--- config.mk ---
export PLATFORM = sky130hd
export DESIGN_NAME = onehot_enc
export DESIGN_NICKNAME = d
export VERILOG_FILES = /design/src/rtl/onehot_pkg.sv /design/src/rtl/onehot_skid_buf.sv /design/src/rtl/onehot_enc.sv
export SDC_FILE = /design/constraint.sdc
export NUM_CORES = 1
export LEC_CHECK = 0
export CAP_MARGIN = 15
export CORE_MARGIN = 2
export CORE_UTILIZATION = 30
export CTS_CLUSTER_SIZE = 40
export DETAILED_ROUTE_END_ITERATION = 8
export GPL_TIMING_DRIVEN = 0
export PLACE_DENSITY = 0.58
export SLEW_MARGIN = 30
export SYNTH_ARGS = -nofsm -noshare
export SYNTH_HDL_FRONTEND = slang
export SYNTH_SLANG_ARGS = --single-unit
--- constraint.sdc ---
create_clock -name clk_i -period 1.9 [get_ports clk_i]
set_input_delay 0.57 -clock clk_i [delete_from_list [all_inputs] [get_ports clk_i]]
set_output_delay 0.57 -clock clk_i [all_outputs]
set_load 0.03 [all_outputs]
--- src/rtl/onehot_pkg.sv ---
// Shared types and helpers for the one-hot producer path.
// Rotation helpers take the live width so one function serves every DW up to MAX_DW.
package onehot_pkg;

    typedef enum logic [1:0] {
        LOAD  = 2'd0,
        SHL   = 2'd1,
        SHR   = 2'd2,
        QUERY = 2'd3
    } onehot_cmd_e;

    localparam int MAX_DW = 64;
    localparam int MAX_IW = 6;

    // Bits at or above w are forced to zero; the index cast keeps every select in range.
    function automatic logic [MAX_DW-1:0] rotl1(input logic [MAX_DW-1:0] v, input int w);
        logic [MAX_DW-1:0] r;
        r = '0;
        for (int i = 0; i < MAX_DW; i++) begin
            if (i < w) begin
                r[i] = v[MAX_IW'((i == 0) ? (w - 1) : (i - 1))];
            end else begin
                r[i] = 1'b0;
            end
        end
        return r;
    endfunction

    function automatic logic [MAX_DW-1:0] rotr1(input logic [MAX_DW-1:0] v, input int w);
        logic [MAX_DW-1:0] r;
        r = '0;
        for (int i = 0; i < MAX_DW; i++) begin
            if (i < w) begin
                r[i] = v[MAX_IW'((i == w - 1) ? 0 : (i + 1))];
            end else begin
                r[i] = 1'b0;
            end
        end
        return r;
    endfunction

endpackage

--- src/rtl/onehot_skid_buf.sv ---
// Generic two-entry valid/ready buffer: main register plus a skid register.
// The skid entry always holds the older beat, so it is presented first.
module onehot_skid_buf #(
    parameter int W = 9
) (
    input  logic         clk_i,
    input  logic         rst_i,
    input  logic         in_valid_i,
    output logic         in_ready_o,
    input  logic [W-1:0] in_data_i,
    output logic         out_valid_o,
    input  logic         out_ready_i,
    output logic [W-1:0] out_data_o
);

    logic         main_v_q, main_v_d;
    logic         skid_v_q, skid_v_d;
    logic         ready_q, ready_d;
    logic [W-1:0] main_q, main_d;
    logic [W-1:0] skid_q, skid_d;
    logic         in_fire_s;

    assign in_fire_s   = in_valid_i && ready_q;
    assign in_ready_o  = ready_q;
    assign out_valid_o = main_v_q || skid_v_q;
    assign out_data_o  = skid_v_q ? skid_q : main_q;

    // Occupancy transitions; ready follows the next-state skid flag so it is a flop output.
    always_comb begin
        main_v_d = main_v_q;
        skid_v_d = skid_v_q;
        main_d   = main_q;
        skid_d   = skid_q;
        case ({skid_v_q, main_v_q})
            2'b00: begin
                if (in_fire_s) begin
                    main_v_d = 1'b1;
                    main_d   = in_data_i;
                end else begin
                    main_v_d = 1'b0;
                end
            end
            2'b01: begin
                if (in_fire_s && out_ready_i) begin
                    main_d = in_data_i;
                end else if (in_fire_s) begin
                    skid_v_d = 1'b1;
                    skid_d   = main_q;
                    main_d   = in_data_i;
                end else if (out_ready_i) begin
                    main_v_d = 1'b0;
                end else begin
                    main_v_d = 1'b1;
                end
            end
            default: begin
                if (out_ready_i) begin
                    skid_v_d = 1'b0;
                end else begin
                    skid_v_d = 1'b1;
                end
            end
        endcase
        ready_d = !skid_v_d;
    end

    always_ff @(posedge clk_i) begin
        if (rst_i) begin
            main_v_q <= 1'b0;
            skid_v_q <= 1'b0;
            ready_q  <= 1'b1;
            main_q   <= '0;
            skid_q   <= '0;
        end else begin
            main_v_q <= main_v_d;
            skid_v_q <= skid_v_d;
            ready_q  <= ready_d;
            main_q   <= main_d;
            skid_q   <= skid_d;
        end
    end

endmodule

--- src/rtl/onehot_enc.sv ---
// Streaming one-hot producer: decodes commands into a one-hot state register
// and emits one {err, onehot} beat per accepted command through a skid buffer.
module onehot_enc
    import onehot_pkg::*;
#(
    parameter int  DW      = 8,
    parameter int  RST_IDX = 0,
    localparam int IW      = $clog2(DW)
) (
    input  logic          clk_i,
    input  logic          rst_i,
    input  logic          valid_i,
    output logic          ready_o,
    input  logic [1:0]    cmd_i,
    input  logic [IW-1:0] idx_i,
    output logic          valid_o,
    input  logic          ready_i,
    output logic [DW-1:0] onehot_o,
    output logic          err_o
);

    localparam logic [DW-1:0] ONE_BIT    = {{(DW-1){1'b0}}, 1'b1};
    localparam logic [DW-1:0] RST_ONEHOT = ONE_BIT << RST_IDX;
    localparam logic [IW:0]   DW_LIM     = (IW+1)'(DW);

    onehot_cmd_e       cmd_s;
    logic [DW-1:0]     cur_q, cur_d;
    logic [DW-1:0]     nxt_s;
    logic              err_s;
    logic              accept_s;
    logic [MAX_DW-1:0] rot_s;
    logic [DW:0]       beat_s;

    assign accept_s = valid_i && ready_o;

    // Command decode; out-of-range LOAD keeps cur and flags the beat.
    always_comb begin
        cmd_s = onehot_cmd_e'(cmd_i);
        nxt_s = cur_q;
        err_s = 1'b0;
        rot_s = '0;
        case (cmd_s)
            LOAD: begin
                if ({1'b0, idx_i} < DW_LIM) begin
                    nxt_s = ONE_BIT << idx_i;
                end else begin
                    err_s = 1'b1;
                end
            end
            SHL: begin
                rot_s = rotl1(MAX_DW'(cur_q), DW);
                nxt_s = rot_s[DW-1:0];
            end
            SHR: begin
                rot_s = rotr1(MAX_DW'(cur_q), DW);
                nxt_s = rot_s[DW-1:0];
            end
            QUERY:   nxt_s = cur_q;
            default: nxt_s = cur_q;
        endcase
        cur_d = accept_s ? nxt_s : cur_q;
    end

    always_ff @(posedge clk_i) begin
        if (rst_i) begin
            cur_q <= RST_ONEHOT;
        end else begin
            cur_q <= cur_d;
        end
    end

    onehot_skid_buf #(.W(DW + 1)) u_skid (
        .clk_i       (clk_i),
        .rst_i       (rst_i),
        .in_valid_i  (valid_i),
        .in_ready_o  (ready_o),
        .in_data_i   ({err_s, nxt_s}),
        .out_valid_o (valid_o),
        .out_ready_i (ready_i),
        .out_data_o  (beat_s)
    );

    assign err_o    = beat_s[DW];
    assign onehot_o = beat_s[DW-1:0];

endmodule

==> results of run 1 <==
-- power by group --
| part | leakage, nW | internal (mW) | switching, mW |
|---|---|---|---|
| Clock | 0.0585 | 0.427 | 0.234 |
| Sequential | 0.237 | 0.633 | 0.0250 |
| Combinational | 0.403 | 0.0949 | 0.122 |
| Total | 0.699 | 1.15 | 0.380 |
-- how the worst max path moves through the flow --
stage                     cells past startpoint               endpoint
after floorplan                               2                  err_o
after global placement                        3            onehot_o[3]
after detailed placement                      3            onehot_o[3]
after CTS                                     3            onehot_o[1]
after global routing                          3            onehot_o[2]
final                                         4  cur_q[1]$_SDFFE_PP0P_
-- cell usage after synthesis --
cell                        count  area, um^2
sky130_fd_sc_hd__inv_1          2        7.51
sky130_fd_sc_hd__nand3b_1       1        7.51
sky130_fd_sc_hd__nor2_1         2        7.51
sky130_fd_sc_hd__nand2_1        1        3.75
sky130_fd_sc_hd__a21oi_1       18        90.1
sky130_fd_sc_hd__a22o_1        15         131
sky130_fd_sc_hd__mux2_2         9         101
sky130_fd_sc_hd__nor2_2         1        6.26
sky130_fd_sc_hd__nor2b_1        8        50.1
sky130_fd_sc_hd__nand3_1        9        45.0
sky130_fd_sc_hd__clkbuf_1       3        11.3
sky130_fd_sc_hd__o21ai_0       10        50.1
sky130_fd_sc_hd__dfxtp_1       29         581
sky130_fd_sc_hd__and2_1         1        6.26
sky130_fd_sc_hd__a31o_1         1        8.76
sky130_fd_sc_hd__or4_1          1        7.51
sky130_fd_sc_hd__mux2i_1        8        80.1
sky130_fd_sc_hd__or4b_1         3        30.0
sky130_fd_sc_hd__nand2b_1       1        6.26
sky130_fd_sc_hd__nor3_1         1        5.00
sky130_fd_sc_hd__buf_2          2        10.0
sky130_fd_sc_hd__a31oi_1        1        6.26
sky130_fd_sc_hd__a22oi_1        8        60.1
sky130_fd_sc_hd__nand4b_1       1        8.76
sky130_fd_sc_hd__buf_4          1        7.51
sky130_fd_sc_hd__buf_1          3        11.3
sky130_fd_sc_hd__a21o_1         1        7.51
sky130_fd_sc_hd__and3b_1        1        8.76
sky130_fd_sc_hd__buf_6          1        11.3
sky130_fd_sc_hd__nand4bb_1      3        33.8
sky130_fd_sc_hd__or2_2          1        6.26
-- stage by stage --
step / std cells / TNS [ns] / utilization [%] / instance area, um^2
3_5_place_dp: 217 / -9.99 / 37.2 / 1650
5_1_grt: 226 / -0.0546 / 39.9 / 1770
3_3_place_gp: 217 / -9.12 / 37.2 / 1650
2_1_floorplan: 147 / 0 / - / 1410
4_1_cts: 225 / 0 / 39.2 / 1740
6_report: 226 / -0.00456 / 39.9 / 1770
-- layer usage --
| metal | part of all wire (%) | wire (um) | vias up | GRT usage, % |
|---|---|---|---|---|
| met3 | 4.5 | 150 | 10 | 3.61 |
| met4 | 2.2 | 72 | 0 | 7.00 |
| li1 | - | - | 613 | - |
| met2 | 47 | 1560 | 39 | 21.3 |
| met5 | 0 | 0 | - | 0 |
| met1 | 46 | 1520 | 591 | 16.8 |
-- timing repair --
action | CTS | global route
setup endpoints to repair | 11 | 27
resized for setup | 52 | 13
gates cloned | 0 | 1
hold buffers | 0 | 0
-- state kept, by name, indices dropped and copies added, names as in the netlist --
| signal | count |
|---|---|
| u_skid.skid_q | 9 |
| u_skid.in_ready_o | 1 |
| u_skid.main_q | 9 |
| cur_q | 8 |
| u_skid.skid_v_q | 1 |
| u_skid.main_v_q | 1 |
-- final cells by class --
type / instances / area (um^2) / share of cell area (%)
multi-input combinational: 106 / 783 / 44.1
inverter: 2 / 7.51 / 0.423
clock inverter: 1 / 30.0 / 1.69
clock buffer: 7 / 86.3 / 4.87
sequential: 29 / 584 / 32.9
timing repair buffer: 19 / 158 / 8.89
buffer: 10 / 60.1 / 3.39
tap: 52 / 65.1 / 3.67
-- cell usage in the layout, fill, tap and decap left out, drive strengths merged, types with 2 or more instances in the layout --
| master | instances |
|---|---|
| dfxtp | 29 |
| nand4bb | 3 |
| o21ai | 10 |
| a22o | 15 |
| a22oi | 8 |
| mux2 | 9 |
| clkbuf | 11 |
| a21oi | 18 |
| nor2b | 8 |
| buf | 16 |
| nor2 | 3 |
| clkdlybuf4s50 | 6 |
| inv | 2 |
| or4b | 3 |
| mux2i | 8 |
| nand3 | 9 |
-- worst min-delay path, cell delays in order (launching register included) --
cell and delay (ns):
sky130_fd_sc_hd__dfxtp_1 0.31, sky130_fd_sc_hd__o21ai_0 0.06, sky130_fd_sc_hd__a21oi_1 0.06
-- kinds of logic after synthesis --
kind of cell	synth area share, %
compound gates	25.2
buf+inv	4.18
mux	12.9
simple gates	16.5
flops	41.2
==> impl_metrics.prom, run 1 <==
# TYPE chip_impl_metric gauge
chip_impl_info{name="run_status",value="finished with violations"} 1
chip_impl_info{name="failed_checks",value="setup timing"} 1
chip_impl_metric{name="hold-worst-slack",unit="ns"} 0.479
chip_impl_metric{name="areaGrowthSynthToFinish",unit="%"} 26.0
chip_impl_metric{name="final.setup_skew",unit="ns"} 0.00534
chip_impl_metric{name="cellLeakagePower",unit="nW"} 0.699
chip_impl_metric{name="grt_remaining_overflow",unit=""} 0
chip_impl_info{name="destination_of_the_worst_register_to_register_timing_path",value="cur_q[2]$_SDFFE_PP0P_"} 1
chip_impl_metric{name="core_region_area",unit="mm^2"} 0.00444
chip_impl_info{name="worstSetupStartpointType",value="input pin"} 1
chip_impl_metric{name="tightestPinTransition",unit="ns"} 0.458
chip_impl_metric{name="synthesis.instances",unit=""} 147
chip_impl_metric{name="dp.final_hpwl",unit="um"} 2350
chip_impl_metric{name="diodes",unit=""} 0
chip_impl_metric{name="fin_ws",unit="ns"} -0.00456
chip_impl_metric{name="initial_core_util",unit="%"} 31.7
chip_impl_metric{name="nets",unit=""} 182
chip_impl_metric{name="relSlewSlack",unit="%"} 69.4
chip_impl_metric{name="finalWorstPathRequiredPeriod",unit="ns"} 1.90
chip_impl_metric{name="drt_pre_antenna_iters",unit=""} 4
chip_impl_metric{name="worst-endpoint-required",unit="ns"} 2.13
chip_impl_metric{name="grt_pass1_vias",unit=""} 1188
chip_impl_metric{name="wl",unit="um"} 3310
chip_impl_metric{name="power",unit="mW"} 1.54
chip_impl_metric{name="clkLatencyLatePin",unit="ns"} 0.28
chip_impl_metric{name="fp.dieH",unit="um"} 72.5
chip_impl_metric{name="share_of_the_cycle_needed_by_the_critical_path_after_routing",unit="%"} 100
chip_impl_metric{name="synthesis.area",unit="mm^2"} 0.00141
chip_impl_metric{name="syn-mean-instance-area",unit="um^2"} 9.58
chip_impl_metric{name="pre_cts_ws",unit="ns"} -0.430
chip_impl_metric{name="drt.antenna.violating_nets",unit=""} 0
chip_impl_metric{name="num_rows",unit=""} 24
chip_impl_metric{name="r2r_slack",unit="ns"} 0.56
chip_impl_metric{name="routabilityCongestion",unit=""} 0.754
chip_impl_info{name="setup.worst_path.start",value="idx_i[1]"} 1
chip_impl_metric{name="critical_path.max_stage_delay",unit="ns"} 0.56
chip_impl_metric{name="synthesis_stage_register_bit_count",unit=""} 29
chip_impl_metric{name="die-width",unit="um"} 72.5
chip_impl_info{name="cts_tree",value="built"} 1
chip_impl_info{name="cpLargestDelayFamily",value="simple AND/OR/NAND/NOR gates"} 1
chip_impl_metric{name="path_clk_slew",unit="ns"} 0.06
chip_impl_metric{name="postSynthNetCount",unit=""} 156
chip_impl_metric{name="clock_tree.buffer_depth",unit=""} 2
chip_impl_metric{name="cts-buffers-inserted",unit=""} 5
chip_impl_metric{name="via_count",unit=""} 1253
chip_impl_metric{name="drive_above_1_share",unit="%"} 22.4
chip_impl_metric{name="clock_tree.htree_level_count",unit=""} 2
chip_impl_info{name="worstHoldEndpoint",value="u_skid.skid_q[1]$_SDFFE_PP0P_"} 1
chip_impl_metric{name="synth.yosys.warnings",unit=""} 0
chip_impl_metric{name="timing.hold.worst_path_depth",unit=""} 2
chip_impl_metric{name="synth.lib_cells_used.distinct",unit=""} 31
chip_impl_metric{name="cts.repair_timing.setup_buffer_count",unit=""} 0
chip_impl_info{name="series_of_cell_instances_along_the_critical_path",value="clkdlybuf4s50_1 > or4b_1 > a22oi_1 > a22o_1"} 1
chip_impl_metric{name="io_buffers",unit=""} 18
chip_impl_metric{name="reg2reg_depth",unit=""} 3
chip_impl_metric{name="maxClockFrequency",unit="MHz"} 525
chip_impl_metric{name="finalHoldViolCount",unit=""} 0
chip_impl_metric{name="peakVddDrop",unit="mV"} 0.280
chip_impl_metric{name="drt-wirelength-per-cell",unit="um"} 14.6
chip_impl_metric{name="largest_net_degree_at_the_start_of_global_routing",unit=""} 11
chip_impl_metric{name="detail_route.iter0.violations",unit=""} 52
chip_impl_metric{name="pwr_density_cell",unit="mW/mm^2"} 865
chip_impl_metric{name="fillers",unit=""} 440
chip_impl_metric{name="antenna_found_initial",unit=""} 0
chip_impl_info{name="cpMaxStageDelayCell",value="sky130_fd_sc_hd__or4b_1"} 1
chip_impl_metric{name="grt_pass1_wl",unit="um"} 5550
chip_impl_metric{name="critical_path_buf_inv_count",unit=""} 1
chip_impl_metric{name="finalSetupViolCount",unit=""} 1
chip_impl_info{name="end_kind",value="flop"} 1
chip_impl_metric{name="crit_arrival",unit="ns"} 2.13
chip_impl_info{name="clock_tree.root_cell",value="sky130_fd_sc_hd__clkbuf_8"} 1
chip_impl_info{name="worstHoldPathType",value="flop to flop"} 1
chip_impl_metric{name="track_usage",unit="%"} 13.5
chip_impl_info{name="regToRegStartpoint",value="u_skid.in_ready_o$_SDFF_PP1_"} 1
chip_impl_metric{name="remaining_drc_errors",unit=""} 0
chip_impl_metric{name="cap_violations",unit=""} 0
chip_impl_metric{name="cts_sinks",unit=""} 29
chip_impl_metric{name="fp.dieArea",unit="mm^2"} 0.00526
chip_impl_metric{name="ioPinCount",unit=""} 20
chip_impl_metric{name="timing_max_transition_violations_final",unit=""} 0
chip_impl_info{name="rsz_0062_raised_after_global_routing",value="yes"} 1
chip_impl_info{name="class_of_the_most_critical_setup_path",value="input pin to flop"} 1
chip_impl_metric{name="post_drt_via_cell_ratio",unit=""} 5.54
chip_impl_metric{name="synth-seq-area-share",unit="%"} 41.2
chip_impl_metric{name="critPathMaxFanout",unit=""} 8
chip_impl_info{name="worst_hold_startpoint",value="u_skid.skid_q[1]$_SDFFE_PP0P_"} 1
No activity file was read; power rests on OpenSTA's default activity.
==> inputs of run 2 (changes only) <==
==> constraint.sdc (replaced) <==
create_clock -name clk_i -period 1.9 [get_ports clk_i]
set_input_delay 0.19 -clock clk_i [delete_from_list [all_inputs] [get_ports clk_i]]
set_output_delay 0.19 -clock clk_i [all_outputs]
set_load 0.03 [all_outputs]
==> impl_metrics.prom, run 2 (synthesis gave the netlist of run 1 again) <==
# TYPE chip_impl_metric gauge
chip_impl_info{name="run_status",value="finished clean"} 1
chip_impl_metric{name="cts_sinks",unit=""} 29
chip_impl_metric{name="finalSetupViolCount",unit=""} 0
chip_impl_info{name="worstSetupStartpointType",value="flop"} 1
chip_impl_metric{name="cts-buffers-inserted",unit=""} 5
chip_impl_info{name="end_kind",value="output pin"} 1
chip_impl_metric{name="fp.dieH",unit="um"} 72.5
chip_impl_metric{name="clock_tree.htree_level_count",unit=""} 2
chip_impl_info{name="rsz_0062_raised_after_global_routing",value="no"} 1
chip_impl_metric{name="remaining_drc_errors",unit=""} 0
chip_impl_metric{name="wl",unit="um"} 3170
chip_impl_metric{name="grt_pass1_wl",unit="um"} 5480
chip_impl_metric{name="share_of_the_cycle_needed_by_the_critical_path_after_routing",unit="%"} 94.5
chip_impl_info{name="worstHoldPathType",value="flop to flop"} 1
chip_impl_metric{name="antenna_found_initial",unit=""} 0
chip_impl_metric{name="clock_tree.buffer_depth",unit=""} 2
chip_impl_metric{name="initial_core_util",unit="%"} 31.7
chip_impl_metric{name="dp.final_hpwl",unit="um"} 2350
chip_impl_info{name="cpMaxStageDelayCell",value="sky130_fd_sc_hd__dfxtp_1"} 1
chip_impl_metric{name="drt.antenna.violating_nets",unit=""} 0
chip_impl_metric{name="nets",unit=""} 181
chip_impl_metric{name="track_usage",unit="%"} 13.4
chip_impl_metric{name="timing_max_transition_violations_final",unit=""} 0
chip_impl_metric{name="io_buffers",unit=""} 18
chip_impl_metric{name="critPathMaxFanout",unit=""} 10
chip_impl_metric{name="ff_latch_area",unit="um^2"} 581
chip_impl_metric{name="via_count",unit=""} 1206
chip_impl_metric{name="die-width",unit="um"} 72.5
chip_impl_metric{name="power",unit="mW"} 1.53
chip_impl_metric{name="worst-endpoint-required",unit="ns"} 1.71
chip_impl_metric{name="final.setup_skew",unit="ns"} 0.00144
chip_impl_metric{name="fillers",unit=""} 439
chip_impl_metric{name="core_region_area",unit="mm^2"} 0.00444
chip_impl_metric{name="areaGrowthSynthToFinish",unit="%"} 25.2
chip_impl_metric{name="finalWorstPathRequiredPeriod",unit="ns"} 1.80
chip_impl_metric{name="drt-wirelength-per-cell",unit="um"} 14.1
chip_impl_metric{name="detail_route.iter0.violations",unit=""} 43
chip_impl_metric{name="post_drt_via_cell_ratio",unit=""} 5.36
chip_impl_metric{name="pwr_density_cell",unit="mW/mm^2"} 870
chip_impl_metric{name="critical_path.max_stage_delay",unit="ns"} 0.39
chip_impl_metric{name="ioPinCount",unit=""} 20
chip_impl_metric{name="crit_arrival",unit="ns"} 1.61
chip_impl_info{name="series_of_cell_instances_along_the_critical_path",value="clkbuf_4 > mux2_2 > dlygate4sd2_1"} 1
chip_impl_metric{name="path_clk_slew",unit="ns"} 0.06
chip_impl_metric{name="maxClockFrequency",unit="MHz"} 557
chip_impl_metric{name="fp.dieArea",unit="mm^2"} 0.00526
chip_impl_metric{name="tightestPinTransition",unit="ns"} 0.474
chip_impl_info{name="layout.cells.most_common_list",value="29 x sky130_fd_sc_hd__dfxtp_1, 18 x sky130_fd_sc_hd__a21oi_1, 15 x sky130_fd_sc_hd__a22o_1"} 1
chip_impl_metric{name="routabilityCongestion",unit=""} 0.754
chip_impl_metric{name="diodes",unit=""} 0
chip_impl_info{name="cts_tree",value="built"} 1
chip_impl_metric{name="finalHoldViolCount",unit=""} 0
chip_impl_info{name="most_common_cell_after_layout_fill_and_taps_aside",value="sky130_fd_sc_hd__dfxtp_1"} 1
chip_impl_metric{name="num_rows",unit=""} 24
chip_impl_metric{name="relSlewSlack",unit="%"} 68.4
chip_impl_metric{name="drt_pre_antenna_iters",unit=""} 4
chip_impl_metric{name="share_of_the_core_filled_with_cells_in_the_final_layout",unit="%"} 39.6
chip_impl_metric{name="grt_pass1_vias",unit=""} 1175
chip_impl_metric{name="drive_above_1_share",unit="%"} 13.3
chip_impl_metric{name="largest_net_degree_at_the_start_of_global_routing",unit=""} 11
chip_impl_info{name="layout_top_registers",value="u_skid.main_q: 9 flops, u_skid.skid_q: 9 flops, cur_q: 8 flops"} 1
chip_impl_metric{name="peakVddDrop",unit="mV"} 0.280
chip_impl_metric{name="cellLeakagePower",unit="nW"} 0.700
chip_impl_metric{name="grt_remaining_overflow",unit=""} 0
chip_impl_metric{name="cap_violations",unit=""} 0
chip_impl_metric{name="multiInputGateArea",unit="um^2"} 768
chip_impl_info{name="class_of_the_most_critical_setup_path",value="flop to output pin"} 1
chip_impl_info{name="clock_tree.root_cell",value="sky130_fd_sc_hd__clkbuf_8"} 1
chip_impl_metric{name="clkLatencyLatePin",unit="ns"} 0.28
run 2: cell type report:
class / instances / share of cell area, %
Tap cell: 52 / 3.69
Inverter: 2 / 0.426
Multi-Input combinational cell: 106 / 43.6
Timing Repair Buffer: 18 / 9.59
Buffer: 10 / 3.12
Clock inverter: 1 / 1.70
Sequential cell: 29 / 33.0
Clock buffer: 7 / 4.90
run 2: final timing paths:
| check | start | end | slack, ns | cells past startpoint |
|---|---|---|---|---|
| min | u_skid.skid_q[6]$_SDFFE_PP0P_ | u_skid.skid_q[6]$_SDFFE_PP0P_ | 0.48 | 2 |
| max reg2reg | u_skid.in_ready_o$_SDFF_PP1_ | cur_q[2]$_SDFFE_PP0P_ | 0.56 | 3 |
| min reg2reg | u_skid.skid_q[6]$_SDFFE_PP0P_ | u_skid.skid_q[6]$_SDFFE_PP0P_ | 0.48 | 2 |
| max | u_skid.skid_v_q$_SDFF_PP0_ | onehot_o[3] | 0.10 | 3 |
run 2: what timing repair did:
action                     in CTS  in global routing
setup endpoints to repair       9                  4
buffers inserted                0                  0
hold buffers                    0                  0
resized for setup              10                  1
run 2: where the power goes:
part | leakage, nW | total, mW | switching, mW | internal (mW)
clock | 0.0585 | 0.663 | 0.236 | 0.427
combinational | 0.405 | 0.211 | 0.119 | 0.0924
sequential | 0.236 | 0.659 | 0.0247 | 0.634
total | 0.700 | 1.53 | 0.379 | 1.15
run 2: worst max-delay path: cells and delay by family, from the launching register on:
| kind | cells | cell delay (ns) |
|---|---|---|
| buffers and inverters | 2 | 0.59 |
| flip-flops | 1 | 0.39 |
| multiplexers | 1 | 0.35 |
run 2: per-stage QoR:
stage	cells	area (um^2)	TNS, ns	hold slack [ns]	worst slack [ns]
6_report	225	1760	0	0.481	0.104
5_1_grt	225	1760	0	0.503	0.0172
4_1_cts	225	1760	0	0.476	0.0578
3_5_place_dp	217	1650	-0.348	0.466	-0.0500
3_3_place_gp	217	1650	-0.272	0.458	-0.0386
2_1_floorplan	147	1410	0	0.282	0.542
run 2: per-layer routing:
metal / GRT usage [%] / up-vias / routed length, um
li1: - / 609 / -
met1: 16.7 / 558 / 1540
met2: 21.0 / 33 / 1450
met3: 3.47 / 6 / 132
met4: 7.20 / 0 / 48
met5: 0 / - / 0
